$ cat config.mk
export PLATFORM = sky130hd
export DESIGN_NAME = pc_fetch
export DESIGN_NICKNAME = d
export VERILOG_FILES = /design/src/rtl/mips_pkg.sv /design/src/rtl/npc_calc.sv /design/src/rtl/pc_fetch.sv
export SDC_FILE = /design/constraint.sdc
export NUM_CORES = 1
export LEC_CHECK = 0
export ABC_AREA = 1
export BUFFER_PORTS_ARGS = -buffer_cell sky130_fd_sc_hd__buf_4
export CORE_MARGIN = 5
export CORE_UTILIZATION = 50
export CTS_CLUSTER_DIAMETER = 50
export DETAILED_ROUTE_END_ITERATION = 10
export GPL_TIMING_DRIVEN = 0
export PLACE_DENSITY = 0.8
export SYNTH_ARGS = -nofsm -noshare
export SYNTH_HDL_FRONTEND = slang
export SYNTH_SLANG_ARGS = --single-unit
$ cat constraint.sdc
create_clock -name clk -period 2.7 [get_ports clk]
set_input_delay 0.135 -clock clk [delete_from_list [all_inputs] [get_ports clk]]
set_output_delay 0.135 -clock clk [all_outputs]
set_load 0.05 [all_outputs]
$ cat src/rtl/mips_pkg.sv
// Shared definitions for the P7 MIPS fetch path: redirect codes, fetch FSM states
// and the default memory-map constants used by the PC unit.
package mips_pkg;

    localparam logic [2:0] PC_SEL_SEQ  = 3'b000;
    localparam logic [2:0] PC_SEL_BR   = 3'b001;
    localparam logic [2:0] PC_SEL_J    = 3'b010;
    localparam logic [2:0] PC_SEL_JR   = 3'b011;
    localparam logic [2:0] PC_SEL_ERET = 3'b100;

    typedef enum logic [1:0] {
        ST_RUN  = 2'd0,
        ST_HOLD = 2'd1,
        ST_EXC  = 2'd2
    } fetch_state_e;

    localparam logic [31:0] RESET_PC_DEF   = 32'h0000_3000;
    localparam logic [31:0] HANDLER_PC_DEF = 32'h0000_4180;
    localparam logic [31:0] IM_LO_DEF      = 32'h0000_3000;
    localparam logic [31:0] IM_HI_DEF      = 32'h0000_6FFC;

    // Codes 101..111 are unused by the comparator and fall back to sequential fetch.
    function automatic logic is_redirect(input logic [2:0] sel);
        return (sel == PC_SEL_BR) || (sel == PC_SEL_J) ||
               (sel == PC_SEL_JR) || (sel == PC_SEL_ERET);
    endfunction

endpackage

$ cat src/rtl/npc_calc.sv
// Combinational next-PC selection: sequential, branch, jump, register jump and eret
// targets, all computed with plain 32-bit wrapping arithmetic.
module npc_calc
    import mips_pkg::*;
(
    input  logic [31:0] pc_f_i,
    input  logic [31:0] pc_d_i,
    input  logic [15:0] imm16_i,
    input  logic [25:0] instr_index_i,
    input  logic [31:0] rs_val_i,
    input  logic [31:0] epc_i,
    input  logic [2:0]  pc_sel_i,
    output logic [31:0] npc_o
);

    logic [31:0] seq_tgt;
    logic [31:0] br_tgt;
    logic [31:0] jmp_tgt;
    logic [31:0] br_off;

    assign br_off  = {{14{imm16_i[15]}}, imm16_i, 2'b00};
    assign seq_tgt = pc_f_i + 32'd4;
    assign br_tgt  = pc_d_i + 32'd4 + br_off;
    assign jmp_tgt = {pc_d_i[31:28], instr_index_i, 2'b00};

    always_comb begin
        npc_o = seq_tgt;
        case (pc_sel_i)
            PC_SEL_BR:   npc_o = br_tgt;
            PC_SEL_J:    npc_o = jmp_tgt;
            PC_SEL_JR:   npc_o = rs_val_i;
            PC_SEL_ERET: npc_o = epc_i;
            default:     npc_o = seq_tgt;
        endcase
    end

endmodule

$ cat src/rtl/pc_fetch.sv
// Fetch-stage PC unit: PC register, RUN/HOLD/EXC FSM, AdEL check and F/D kill.
// Define PC_FETCH_PERF_EN to add the redirect_cnt/stall_cnt performance counters.
module pc_fetch
    import mips_pkg::*;
#(
    parameter logic [31:0] RESET_PC   = RESET_PC_DEF,
    parameter logic [31:0] HANDLER_PC = HANDLER_PC_DEF,
    parameter logic [31:0] IM_LO      = IM_LO_DEF,
    parameter logic [31:0] IM_HI      = IM_HI_DEF
) (
    input  logic        clk,
    input  logic        reset,
    input  logic        stall,
    input  logic        req,
    input  logic [31:0] epc,
    input  logic [2:0]  pc_sel,
    input  logic [31:0] pc_d,
    input  logic [15:0] imm16,
    input  logic [25:0] instr_index,
    input  logic [31:0] rs_val,
    input  logic        is_jump_d,
    output logic [31:0] pc_f,
    output logic        adel_f,
    output logic        bd_f,
    output logic        kill_f
`ifdef PC_FETCH_PERF_EN
    ,
    output logic [31:0] redirect_cnt,
    output logic [31:0] stall_cnt
`endif
);

    fetch_state_e state_q, state_d;
    logic [31:0]  fpc_q, fpc_d;
    logic [31:0]  npc;

    npc_calc u_npc_calc (
        .pc_f_i        (fpc_q),
        .pc_d_i        (pc_d),
        .imm16_i       (imm16),
        .instr_index_i (instr_index),
        .rs_val_i      (rs_val),
        .epc_i         (epc),
        .pc_sel_i      (pc_sel),
        .npc_o         (npc)
    );

    always_ff @(posedge clk or posedge reset) begin
        if (reset) begin
            fpc_q   <= RESET_PC;
            state_q <= ST_RUN;
        end else begin
            fpc_q   <= fpc_d;
            state_q <= state_d;
        end
    end

    // D stays frozen during a stall, so its redirect is simply taken on the first free edge.
    always_comb begin
        fpc_d   = fpc_q;
        state_d = state_q;
        if (req) begin
            fpc_d   = HANDLER_PC;
            state_d = ST_EXC;
        end else if (stall) begin
            state_d = ST_HOLD;
        end else begin
            fpc_d   = npc;
            state_d = ST_RUN;
        end
    end

    assign pc_f   = fpc_q;
    assign adel_f = (fpc_q[1:0] != 2'b00) || (fpc_q < IM_LO) || (fpc_q > IM_HI);
    assign bd_f   = ~reset & is_jump_d & ~stall & (state_q != ST_EXC);
    assign kill_f = ~reset & (pc_sel == PC_SEL_ERET) & ~stall & ~req & (state_q != ST_EXC);

`ifdef PC_FETCH_PERF_EN
    logic [31:0] redirect_cnt_q, stall_cnt_q;

    always_ff @(posedge clk or posedge reset) begin
        if (reset) begin
            redirect_cnt_q <= 32'd0;
            stall_cnt_q    <= 32'd0;
        end else begin
            if (req || (!stall && is_redirect(pc_sel))) begin
                redirect_cnt_q <= redirect_cnt_q + 32'd1;
            end
            if (stall && !req) begin
                stall_cnt_q <= stall_cnt_q + 32'd1;
            end
        end
    end

    assign redirect_cnt = redirect_cnt_q;
    assign stall_cnt    = stall_cnt_q;
`endif

endmodule
==> flow_metrics.py <==
metrics = {
    "outcome": {
        "outcome": "finished clean",
    },
    "worst_setup_path": {
        "rr_endpoint": "pc_f[15]",
        "crit_path_cell_trace": "buf_4 > ha_1 > ha_1 > inv_1 > fa_1 > inv_1 > nand3_1 > nand3_1 > nand3_1 > nand3_1 > nand2_1 > nand2_1 > nand2_1 > nand3_1 > nand2_1 > nand2_1 > nand2_1",
        "critPathSlowestCell": "fa_1",
        "endpoint": "pc_f[23]",
        "regToRegSetupSlack_ns": 0.63,
        "crit_start": "pc_d[3]",
        "cp_max_fo": 5,
        "startpoint_type": "input pin",
        "end_kind": "register",
        "cp_common_cell": "nand2_1",
        "crit_path_max_incr_delay_ns": 0.36,
        "critical_path_class": "input pin to register",
        "r2r_cells": 8,
        "arrival_ns": 2.45,
        "r2r-start": "pc_f[4]",
        "cp.required_ns": 2.87,
    },
    "floorplan": {
        "rows": 38,
        "io_pins": 181,
        "initial_core_util": 0.514,
        "dieHeight_um": 116,
        "dieArea_um2": 13500,
        "fp.dieW_um": 116,
        "coreArea_um2": 10900,
    },
    "finish": {
        "stdcell_count": 1328,
        "nNetsFinal": 1392,
        "layout_common_cells": "nand2_1 (391), buf_4 (182), inv_1 (155)",
        "antenna_cells": 0,
        "area_growth_pct": 30.7,
        "postLayoutCellArea_um2": 7340,
        "finish.utilization": 0.671,
        "drive_above_1_share": 0.174,
        "final_common_cell": "nand2_1",
    },
    "timing": {
        "fin_skew_ns": 0.00399,
        "fin_crit_ns": 2.28,
        "setup_ws_ns": 0.416,
        "worstMarginPinSlew_ns": 0.805,
        "rsz0062_at_grt": "false",
        "hold_viol": 0,
        "min_period_over_period": 0.846,
        "fmax_mhz": 438,
        "finalSetupViolCount": 0,
        "slew_violations": 0,
        "slew_headroom": 0.462,
        "tns_ns": 0,
        "whs_ns": 0.0221,
    },
    "logic_synthesis": {
        "yosys.area.top_type_share": 0.261,
        "synth_nets": 1203,
        "synth_edf_count": 0,
        "yosys-top-cells-area": "nand2_1 (26%), dfrtp_1 (14%), ha_1 (13%)",
        "yosys.cell_types.count": 43,
        "synth-seq-cells": 34,
        "async_reset_ff_frac": 1.00,
        "ys_warn_count": 0,
        "synthCells": 998,
        "yosys_most_used_dff": "dfrtp_1",
        "netlist_area_um2": 5620,
        "syn_avg_cell_area_um2": 5.63,
        "synth.largest_area_cell": "nand2_1",
        "seq_area_frac_synth": 0.152,
    },
    "global_routing": {
        "grt_start_max_net_pins": 19,
        "grt_pass1_vias": 6859,
        "overflow": 0,
        "antenna_found_initial": 0,
        "grt_pass1_wl_um": 35200,
        "grtUsageTotal": 0.337,
    },
    "clocking": {
        "h-tree-depth": 2,
        "cts_sinks": 34,
        "ctsHoldBuffers": 1,
        "cts.repair.resized": 0,
        "cts_buffers": 5,
        "clockRootBuffer": "clkbuf_16",
        "cts_setup_buffers": 0,
        "clock_path_buffers": 2,
        "clk_latency_ns": 0.28,
        "cts_tree": "built",
        "path_clk_slew_ns": 0.06,
    },
    "placed_design": {
        "pre_cts_ws_ns": 0.159,
        "globalplace.congestion": 0.982,
        "port_buffers": 180,
        "dpl_cell_area_um2": 7170,
        "dpl.cell_count": 1319,
        "dpl.hpwl_um": 19000,
    },
    "drt": {
        "via_count": 7328,
        "wirelength_um": 22600,
        "firstDrtPassIters": 7,
        "vias_per_cell": 5.52,
        "wl_per_cell_um": 17.0,
        "dr.first_iter.drc_count": 893,
        "drc_errors": 0,
        "postRouteAntennaNets": 0,
    },
    "worst_hold_path": {
        "hp-class": "input pin to async pin",
    },
    "power_and_ir_drop": {
        "power_mw": 2.60,
        "power.leakage_nw": 4.02,
        "powerDensity_nw_per_um2": 354,
        "worst_ir_drop_vdd_mv": 0.322,
    },
    "flow_run": {
        "maxCapViolations": 0,
    },
}
## cells in the mapped netlist (5+ instances only)
cell type / instances
nand4_1: 17
nand2_1: 391
buf_2: 5
o21ai_0: 15
a22o_1: 8
a221oi_1: 18
dfrtp_1: 32
a21oi_1: 45
nand3_1: 75
o21ai_1: 5
xor2_1: 16
or2_2: 6
clkbuf_1: 15
nor3_1: 19
nor2_1: 75
inv_1: 155
ha_1: 58
## sequential cells by signal (all words and copies together), names as in the netlist
signal,flops
pc_f,32
state_q,2
## how the worst min path moves through the flow
stage | startpoint | to | slack (ns) | cells past startpoint
4_1_cts | reset | state_q[0] | 0.04 | 2
2_1_floorplan | req | state_q[1] | 0.17 | 0
3_5_place_dp | req | state_q[1] | 0.28 | 1
3_3_place_gp | req | state_q[1] | 0.28 | 1
5_1_grt | reset | pc_f[6] | 0.1 | 2
6_report | reset | state_q[0] | 0.02 | 2
## logic make-up (layout without fill, tap and decap cells)
family	Yosys count	after routing	share of synthesized area
AOI/OAI and AO/OA	112	112	0.127
xor gates and xnor gates	17	17	0.0265
adders and majority gates	59	59	0.133
buffers and inverters	180	370	0.123
DFF	34	34	0.152
and+or+nand+nor	596	596	0.439
## worst max-delay path, delay by kind of cell
family / cells / cell delay, ns
and+or+nand+nor: 11 / 1.16
buffers and inverters: 3 / 0.32
adders and majority gates: 3 / 0.83
## report_power, final
part / total (mW) / internal (mW) / switching (mW)
Sequential: 0.604 / 0.547 / 0.0568
Combinational: 1.33 / 0.501 / 0.833
Clock: 0.658 / 0.437 / 0.222
## per-layer routing
| layer | vias to the layer above | GRT usage | wire, um |
|---|---|---|---|
| met1 | 3253 | 0.460 | 9320 |
| met3 | 45 | 0.0569 | 2760 |
| met2 | 431 | 0.553 | 9960 |
| li1 | 3599 | - | - |
| met5 | - | 0 | 0 |
| met4 | 0 | 0.0889 | 567 |
## final cells by class
class	count	area, um2
fill	1095	3590
sequential	34	853
buffer	23	100
timing repair buffer	182	1390
inverter	157	589
clock buffer	7	133
multi-input combinational	784	4070
clock inverter	1	30.0
tap	140	175
Power figures use the tool's default switching activity.
